`src/rtl/ahb_pkg.sv`:
```
// Shared AHB-Lite encodings and the DMA master state type.
package ahb_pkg;

  localparam logic [1:0] HTRANS_IDLE   = 2'b00;
  localparam logic [1:0] HTRANS_NONSEQ = 2'b10;
  localparam logic [2:0] HSIZE_WORD    = 3'b010;
  localparam logic [1:0] HRESP_OKAY    = 2'b00;
  localparam logic [1:0] HRESP_ERROR   = 2'b01;

  typedef enum logic [2:0] {
    IDLE = 3'd0,
    RD_A = 3'd1,
    RD_D = 3'd2,
    WR_A = 3'd3,
    WR_D = 3'd4,
    DONE = 3'd5,
    ERR  = 3'd6
  } dma_state_e;

  // Rebuild a word-aligned byte address from a word index.
  function automatic logic [31:0] word_addr(input logic [29:0] word_idx);
    return {word_idx, 2'b00};
  endfunction

  // Any response other than OKAY terminates the copy.
  function automatic logic resp_is_error(input logic [1:0] resp);
    return (resp != HRESP_OKAY);
  endfunction

endpackage

```
`src/rtl/ahb_dma_master.sv`:
```
// Single-channel AHB-Lite memory-to-memory copy engine.
// Each word is a non-pipelined read (address + data phase) followed by a
// non-pipelined write, so a word costs four cycles with no wait states.
// Source/destination are tracked as word indices; the byte-offset bits of
// the programmed addresses are discarded.
module ahb_dma_master
  import ahb_pkg::*;
#(
  parameter int LEN_W = 16
) (
  input  logic             hclk,
  input  logic             hreset_n,
  input  logic             start,
  input  logic [31:0]      src_addr,
  input  logic [31:0]      dst_addr,
  input  logic [LEN_W-1:0] len,
  output logic             busy,
  output logic             done,
  output logic             err,
  output logic [31:0]      haddr,
  output logic [1:0]       htrans,
  output logic             hwrite,
  output logic [2:0]       hsize,
  output logic [31:0]      hwdata,
  input  logic             hready,
  input  logic [31:0]      hrdata,
  input  logic [1:0]       hresp
);

  localparam logic [LEN_W-1:0] LEN_ZERO = {LEN_W{1'b0}};
  localparam logic [LEN_W-1:0] LEN_ONE  = LEN_W'(1'b1);

  dma_state_e       state_r;
  logic [29:0]      src_r;
  logic [29:0]      dst_r;
  logic [LEN_W-1:0] remaining_r;
  logic [31:0]      data_r;
  logic [31:0]      haddr_r;
  logic [1:0]       htrans_r;
  logic             hwrite_r;
  logic             busy_r;
  logic             done_r;
  logic             err_r;
  logic [29:0]      src_next_s;
  logic [29:0]      dst_next_s;
  logic             unused_addr_lsb_s;

  // Byte-offset bits of the programmed addresses carry no meaning here.
  assign unused_addr_lsb_s = ^{src_addr[1:0], dst_addr[1:0]};

  // Word indices wrap naturally modulo 2^30, i.e. byte addresses modulo 2^32.
  assign src_next_s = src_r + 30'd1;
  assign dst_next_s = dst_r + 30'd1;

  assign busy   = busy_r;
  assign done   = done_r;
  assign err    = err_r;
  assign haddr  = haddr_r;
  assign htrans = htrans_r;
  assign hwrite = hwrite_r;
  assign hsize  = HSIZE_WORD;
  assign hwdata = data_r;

  // Copy FSM with counters; every bus output is registered with the state.
  always_ff @(posedge hclk or negedge hreset_n) begin
    if (!hreset_n) begin
      state_r     <= IDLE;
      src_r       <= 30'd0;
      dst_r       <= 30'd0;
      remaining_r <= LEN_ZERO;
      data_r      <= 32'd0;
      haddr_r     <= 32'd0;
      htrans_r    <= HTRANS_IDLE;
      hwrite_r    <= 1'b0;
      busy_r      <= 1'b0;
      done_r      <= 1'b0;
      err_r       <= 1'b0;
    end else begin
      // done is a single-cycle pulse unless a terminal state is entered.
      done_r <= 1'b0;
      case (state_r)
        IDLE: begin
          if (start) begin
            src_r       <= src_addr[31:2];
            dst_r       <= dst_addr[31:2];
            remaining_r <= len;
            err_r       <= 1'b0;
            busy_r      <= 1'b1;
            if (len == LEN_ZERO) begin
              state_r <= DONE;
              done_r  <= 1'b1;
            end else begin
              state_r  <= RD_A;
              htrans_r <= HTRANS_NONSEQ;
              hwrite_r <= 1'b0;
              haddr_r  <= word_addr(src_addr[31:2]);
            end
          end else begin
            busy_r <= 1'b0;
          end
        end

        RD_A: begin
          if (hready) begin
            state_r  <= RD_D;
            htrans_r <= HTRANS_IDLE;
            hwrite_r <= 1'b0;
          end else begin
            state_r <= RD_A;
          end
        end

        RD_D: begin
          if (resp_is_error(hresp)) begin
            state_r <= ERR;
            err_r   <= 1'b1;
            done_r  <= 1'b1;
          end else if (hready) begin
            data_r   <= hrdata;
            state_r  <= WR_A;
            htrans_r <= HTRANS_NONSEQ;
            hwrite_r <= 1'b1;
            haddr_r  <= word_addr(dst_r);
          end else begin
            state_r <= RD_D;
          end
        end

        WR_A: begin
          if (hready) begin
            state_r  <= WR_D;
            htrans_r <= HTRANS_IDLE;
            hwrite_r <= 1'b0;
          end else begin
            state_r <= WR_A;
          end
        end

        WR_D: begin
          if (resp_is_error(hresp)) begin
            state_r <= ERR;
            err_r   <= 1'b1;
            done_r  <= 1'b1;
          end else if (hready) begin
            src_r       <= src_next_s;
            dst_r       <= dst_next_s;
            remaining_r <= remaining_r - LEN_ONE;
            if (remaining_r == LEN_ONE) begin
              state_r <= DONE;
              done_r  <= 1'b1;
            end else begin
              state_r  <= RD_A;
              htrans_r <= HTRANS_NONSEQ;
              hwrite_r <= 1'b0;
              haddr_r  <= word_addr(src_next_s);
            end
          end else begin
            state_r <= WR_D;
          end
        end

        DONE: begin
          state_r <= IDLE;
          busy_r  <= 1'b0;
        end

        ERR: begin
          state_r <= IDLE;
          busy_r  <= 1'b0;
        end

        default: begin
          state_r  <= IDLE;
          busy_r   <= 1'b0;
          htrans_r <= HTRANS_IDLE;
          hwrite_r <= 1'b0;
        end
      endcase
    end
  end

endmodule

```
`config.mk`:
```
export PLATFORM = sky130hd
export DESIGN_NAME = ahb_dma_master
export DESIGN_NICKNAME = d
export VERILOG_FILES = /design/src/rtl/ahb_pkg.sv /design/src/rtl/ahb_dma_master.sv
export SDC_FILE = /design/constraint.sdc
export NUM_CORES = 1
export LEC_CHECK = 0
export BUFFER_PORTS_ARGS = -buffer_cell sky130_fd_sc_hd__buf_4
export CAP_MARGIN = 20
export CORE_MARGIN = 10
export CORE_UTILIZATION = 55
export CTS_BUF_LIST = sky130_fd_sc_hd__clkbuf_2
export DETAILED_ROUTE_END_ITERATION = 8
export MAX_ROUTING_LAYER = met4
export PLACE_DENSITY = 0.81
export REMOVE_ABC_BUFFERS = 1
export SETUP_SLACK_MARGIN = 0.15
export SKIP_CTS_REPAIR_TIMING = 1
export SLEW_MARGIN = 20
export SYNTH_ARGS = -nofsm -noshare
export SYNTH_HDL_FRONTEND = slang
export SYNTH_SLANG_ARGS = --single-unit
```
`constraint.sdc`:
```
create_clock -name hclk -period 3.86 [get_ports hclk]
set_input_delay 0.193 -clock hclk [delete_from_list [all_inputs] [get_ports hclk]]
set_output_delay 0.193 -clock hclk [all_outputs]
set_load 0.05 [all_outputs]
```
# Word-level counts from Yosys, hierarchy flattened
# Index checks and enable logic that the tools add are counted.
# word_totals
latch_bits	0
rom_bits	0
reg_bits	149
elab_cells	107
n_memories	0
ram_bits	0
# classes
n_mux	60
order_cmp	0
n_eq_ne	16
multipliers	0
bitwise	2
div	0
add_sub_neg	3
shift	0
n_reduce_logical	15
# ops
operator	n
$mux W32	7
$mux W30	6
$pmux W30 S2	2
$pmux W32 S3	1
$add A30 B1 Y30 const B	2
$mux W16	3
$pmux W16 S2	1
$mux W3	7
$mux W1	18
$mux W2	9
$eq A16 B1 Y1 const B	1
$logic_not A16 Y1	1
$sub A16 B1 Y16 const B	1
$pmux W3 S5	1
$ne A2 B2 Y1 const B	7
$pmux W2 S5	1
$eq A3 B3 Y1 const B	3
$reduce_and A9 Y1	1
$reduce_and A8 Y1	1
$eq A3 B2 Y1 const B	2
$reduce_and A3 Y1	2
$reduce_bool A2 Y1	3
$reduce_or A2 Y1	3
$pmux W1 S5	1
other kinds (9)	12

# Longest topological paths before layout
# logic_depth
ltp_word	5
ltp_mapped	10

# Worst setup path after synthesis
# OpenSTA, ideal clock, no wires.
# synth_timing
path_type	register to register
from	reg src_r[0]
to	reg haddr_r[28], in the netlist haddr[28]
setup_slack_ns	1.480
stages_incl_launch_ff	8
arrival_time_ns	2.254
t_required_ns	3.735
path_cell_list	dfrtp_1 > ha_1 > nand4_1 > or4_1 > clkbuf_1 > nor3_1 > o211ai_1 > mux2_4
# synth_via
elab_chain_len	5
# synth_rtl
element	line	text
start, declared	ahb_dma_master.sv:34	logic [29:0] src_r;
start signal, assigned	ahb_dma_master.sv:84	src_r <= src_addr[31:2];
start signal, assigned	ahb_dma_master.sv:145	src_r <= src_next_s;
$add A30 B1 Y30	ahb_dma_master.sv:52	assign src_next_s = src_r + 30'd1;
$mux W32	ahb_dma_master.sv:148	if (remaining_r == LEN_ONE) begin
$mux W32	ahb_dma_master.sv:144	end else if (hready) begin
$mux W32	ahb_dma_master.sv:140	if (resp_is_error(hresp)) begin
$pmux W32 S3	ahb_dma_master.sv:81	case (state_r)
end signal, assigned	ahb_dma_master.sv:96	haddr_r <= word_addr(src_addr[31:2]);
end signal, assigned	ahb_dma_master.sv:123	haddr_r <= word_addr(dst_r);
end signal, assigned	ahb_dma_master.sv:155	haddr_r <= word_addr(src_next_s);
end, declared	ahb_dma_master.sv:38	logic [31:0] haddr_r;
# No other way between the ends. The select of a mux whose other input is x is not followed.
# A chain may end at the register's enable or synchronous reset.

# Worst setup path after layout
# layout_timing
from	reg state_r[2]
to	reg haddr_r[3], in the netlist haddr[3]
# layout_via
elab_chain_len	3
elab_cells_between_ends	13
classes_between	eq/ne: 9; mux: 1; reduce/logical: 3
# layout_rtl
element	line	text
start, declared	ahb_dma_master.sv:33	dma_state_e state_r;
start signal, assigned	ahb_dma_master.sv:67	state_r <= IDLE;
start signal, assigned	ahb_dma_master.sv:90	state_r <= DONE;
start signal, assigned	ahb_dma_master.sv:93	state_r <= RD_A;
$eq A3 B3 Y1 (tied with other cells)	ahb_dma_master.sv:81	
$ne A2 B2 Y1 (no source line) or $reduce_bool A3 Y1 (tied branches)	n/a	
$reduce_and A8 Y1 (no source line)	n/a	
# Parallel ways exist; a longest one is shown, timed or not.

==> impl_metrics.env <==
export IMPL_grt_ovfl_total=0
export IMPL_setup_violations=0
export IMPL_power_density_mw_per_mm2=802
export IMPL_finalCriticalPeriod_ns=3.42
export IMPL_nets=1363
export IMPL_muxShareOfSynthArea=0.0816
export IMPL_finalWorstSetupSlack_ns=0.440
export IMPL_synth_seq_cells=146
export IMPL_dpl_hpwl_mm=18.4
export IMPL_fin_skew_ns=0.0603
export IMPL_layout_drive_gt1_share=0.246
export IMPL_slew_headroom=0.274
export IMPL_power_frac_comb=0.562
export IMPL_start_kind="register"
export IMPL_cp_required_ns=4.51
export IMPL_p_sw_frac=0.518
export IMPL_core_mm2=0.0158
export IMPL_dr_pass1_iters=8
export IMPL_ant_nets=0
export IMPL_fmax_mhz=292
export IMPL_ioPinCount=191
export IMPL_synth_compound_area_share=0.245
export IMPL_synthAdderAreaFrac=0.00568
export IMPL_ys_seq_area_frac=0.415
export IMPL_syn_avg_cell_area_um2=8.87
export IMPL_ir_drop_v=0.000581
export IMPL_rsz0062_at_grt="false"
export IMPL_vias_per_cell=6.33
export IMPL_timing_rr_start="state_r[2]$_DFFE_PN0P_"
export IMPL_final_max_slew_violation_count=0
export IMPL_vias=9307
export IMPL_wl_per_cell_um=20.8
export IMPL_drt_initial_drc_count=1200
export IMPL_antenna_found_initial=1
export IMPL_fill_cells=1132
export IMPL_finalNonFillerCells=1471
export IMPL_synth_warnings=0
export IMPL_p_int_uw=4500
export IMPL_hold_viol_final=0
export IMPL_status="complete, no violations"
export IMPL_fin_tns_setup_ns=0
export IMPL_clock_root_buffer="clkbuf_2"
export IMPL_dieArea_mm2=0.0215
export IMPL_r2r_slack_ns=0.44
export IMPL_synth_simple_area_share=0.186
export IMPL_cts_path_max_buffers=2
export IMPL_grt_max_degree=165
export IMPL_start_util=0.559
export IMPL_clk_pin_slew_ns=0.26
export IMPL_grt_pass1_vias=8125
export IMPL_dp_cells=1322
export IMPL_drc=0
export IMPL_crit_fanout=31
export IMPL_clock_latency_ns=0.78
export IMPL_ys_flop_type="dfrtp_1"
export IMPL_holdWs_ns=0.0520
export IMPL_fp_row_count=46
export IMPL_critPathLaunch="state_r[2]$_DFFE_PN0P_"
export IMPL_tightestPinTransition_ns=1.09
export IMPL_grt_first_pass_wirelength_mm=43.1
export IMPL_syn_to_final_growth_pct=32.2
export IMPL_die_x_um=147
export IMPL_clock_sinks=146
export IMPL_synth_cells=993
export IMPL_critPathArrivalTime_ns=4.07
export IMPL_p_leak_uw=0.00491
export IMPL_die_y_um=147
export IMPL_crit_type="reg -> reg"
export IMPL_p_seq_frac=0.341
export IMPL_rr_worst_depth=7
export IMPL_syn_area_mm2=0.00881
export IMPL_place_ws_ns=1.00
export IMPL_ys_types=72
export IMPL_port_buffers=180
export IMPL_fin_crit_sh=0.886
export IMPL_timing_rr_end="haddr[3]$_DFFE_PN0P_"
export IMPL_htreeDepth=4
export IMPL_synth_top_family_by_area="compound AO/OA/AOI/OAI gates"
export IMPL_synth_xor_area_share=0.0129
export IMPL_min_path_type="in -> async"
export IMPL_power_frac_clock=0.097
export IMPL_gp_congestion=0.929
export IMPL_power_switching_uw=4830
export IMPL_numCtsBuffers=17
export IMPL_endpoint_kind="register"
export IMPL_synth_edf_count=0
export IMPL_cts_tree="done"
export IMPL_finalPower_uw=9340
export IMPL_cap_violations=0
export IMPL_synth_async_reset_ratio=1.00
export IMPL_grtUsageTotal=0.248
export IMPL_postRouteWirelength_mm=30.6
Yosys cell counts, drive strengths merged (22+ instances only):
library cell  count  area, um^2
nand2            75         282
buf              23         154
nand4            29         181
a21oi           108         544
nor3             27         140
dfrtp           146        3650
o22ai            22         138
mux2             52         649
a31oi            34         269
clkbuf           71         268
nor2             80         300
nand3            35         175
o21ai            67         335
how the worst max path moves through the flow:
stage / endpoint / depth (start not counted)
after floorplan: haddr[3]$_DFFE_PN0P_ / 4
final: haddr[3]$_DFFE_PN0P_ / 7
after detailed placement: haddr[4]$_DFFE_PN0P_ / 4
after CTS: haddr[3]$_DFFE_PN0P_ / 4
after global placement: haddr[3]$_DFFE_PN0P_ / 4
after global routing: haddr[3]$_DFFE_PN0P_ / 7
routing by layer:
layer | track usage | vias to the layer above | wire (um)
li1 | - | 4200 | -
met2 | 0.379 | 577 | 14500
met3 | 0.0513 | 87 | 2710
met1 | 0.325 | 4443 | 12500
met5 | - | - | 0
met4 | 0.0786 | 0 | 905
state kept, by name, summed over array words and instances, names as in the netlist:
register,count
state_r,3
src_r,30
done,1
err,1
haddr,30
remaining_r,16
hwrite,1
htrans,1
hwdata,32
dst_r,30
busy,1
cell type report:
cell class / instances / area (um^2) / share of cell area
multi-input combinational: 746 / 4730 / 0.406
tap: 216 / 270 / 0.0232
sequential: 146 / 3650 / 0.314
clock buffer: 17 / 85.1 / 0.00730
timing repair buffer: 319 / 2710 / 0.233
inverter: 11 / 41.3 / 0.00354
antenna: 1 / 2.50 / 0.000215
clock inverter: 15 / 148 / 0.0127
worst max-delay path: stages, from the launching register on:
cell and delay (ns):
dfrtp_1 0.62, buf_4 0.34, nor4_1 0.11, dlygate4sd3_1 0.58, nand4_1 0.08, buf_4 0.24
and3_2 0.96, mux2_1 0.39
logic make-up (layout without fill, tap and decap cells):
group | after synthesis | in the layout
other | 2 | 7
and+or+nand+nor | 328 | 328
AOI/OAI and AO/OA | 336 | 336
buffers and inverters | 105 | 362
muxes | 59 | 59
DFF | 146 | 146
xor gates and xnor gates | 13 | 13
adders and majority gates | 4 | 4
layout by cell type (no fill, tap or decap), types with 6 or more instances in the layout:
| cell type | synthesis | layout |
|---|---|---|
| a2bb2oi_1 | 14 | 14 |
| nor4_1 | 17 | 17 |
| inv_6 | 0 | 6 |
| o22a_1 | 15 | 15 |
| or3_1 | 6 | 6 |
| mux2i_1 | 7 | 7 |
| nand3_1 | 35 | 35 |
| o22ai_1 | 22 | 22 |
| o31a_1 | 7 | 7 |
| buf_4 | 6 | 200 |
| mux2_4 | 17 | 17 |
| nor3_1 | 26 | 26 |
| and3_1 | 13 | 12 |
| clkbuf_2 | 1 | 17 |
| mux2_2 | 33 | 33 |
| a21oi_1 | 107 | 107 |
| dfrtp_1 | 146 | 146 |
| a31oi_1 | 25 | 25 |
| dlygate4sd3_1 | 0 | 116 |
| nand2_1 | 75 | 75 |
| xor2_1 | 8 | 8 |
| o21ai_0 | 64 | 64 |
| conb_1 | 2 | 6 |
| a31oi_2 | 9 | 9 |
| inv_1 | 11 | 11 |
| nand4_1 | 29 | 29 |
| a22oi_1 | 18 | 18 |
| nor2_1 | 80 | 80 |
| nor2b_1 | 14 | 14 |
power by group through the flow:
| stage | registers, uW | logic, uW | clock network, uW |
|---|---|---|---|
| floorplan | 4170 | 2430 | 0 |
| global placement | 3100 | 4930 | 0 |
| detailed placement | 3150 | 5030 | 0 |
| CTS | 3110 | 5040 | 902 |
| global route | 3290 | 5620 | 979 |
| finish | 3180 | 5250 | 908 |
metrics by stage:
step / util / area (um^2)
global placement: 0.650 / 10300
finish: 0.739 / 11600
floorplan: - / 8410
global route: 0.739 / 11600
detailed placement: 0.650 / 10300
CTS: 0.665 / 10500
Power figures use the tool's default switching activity.
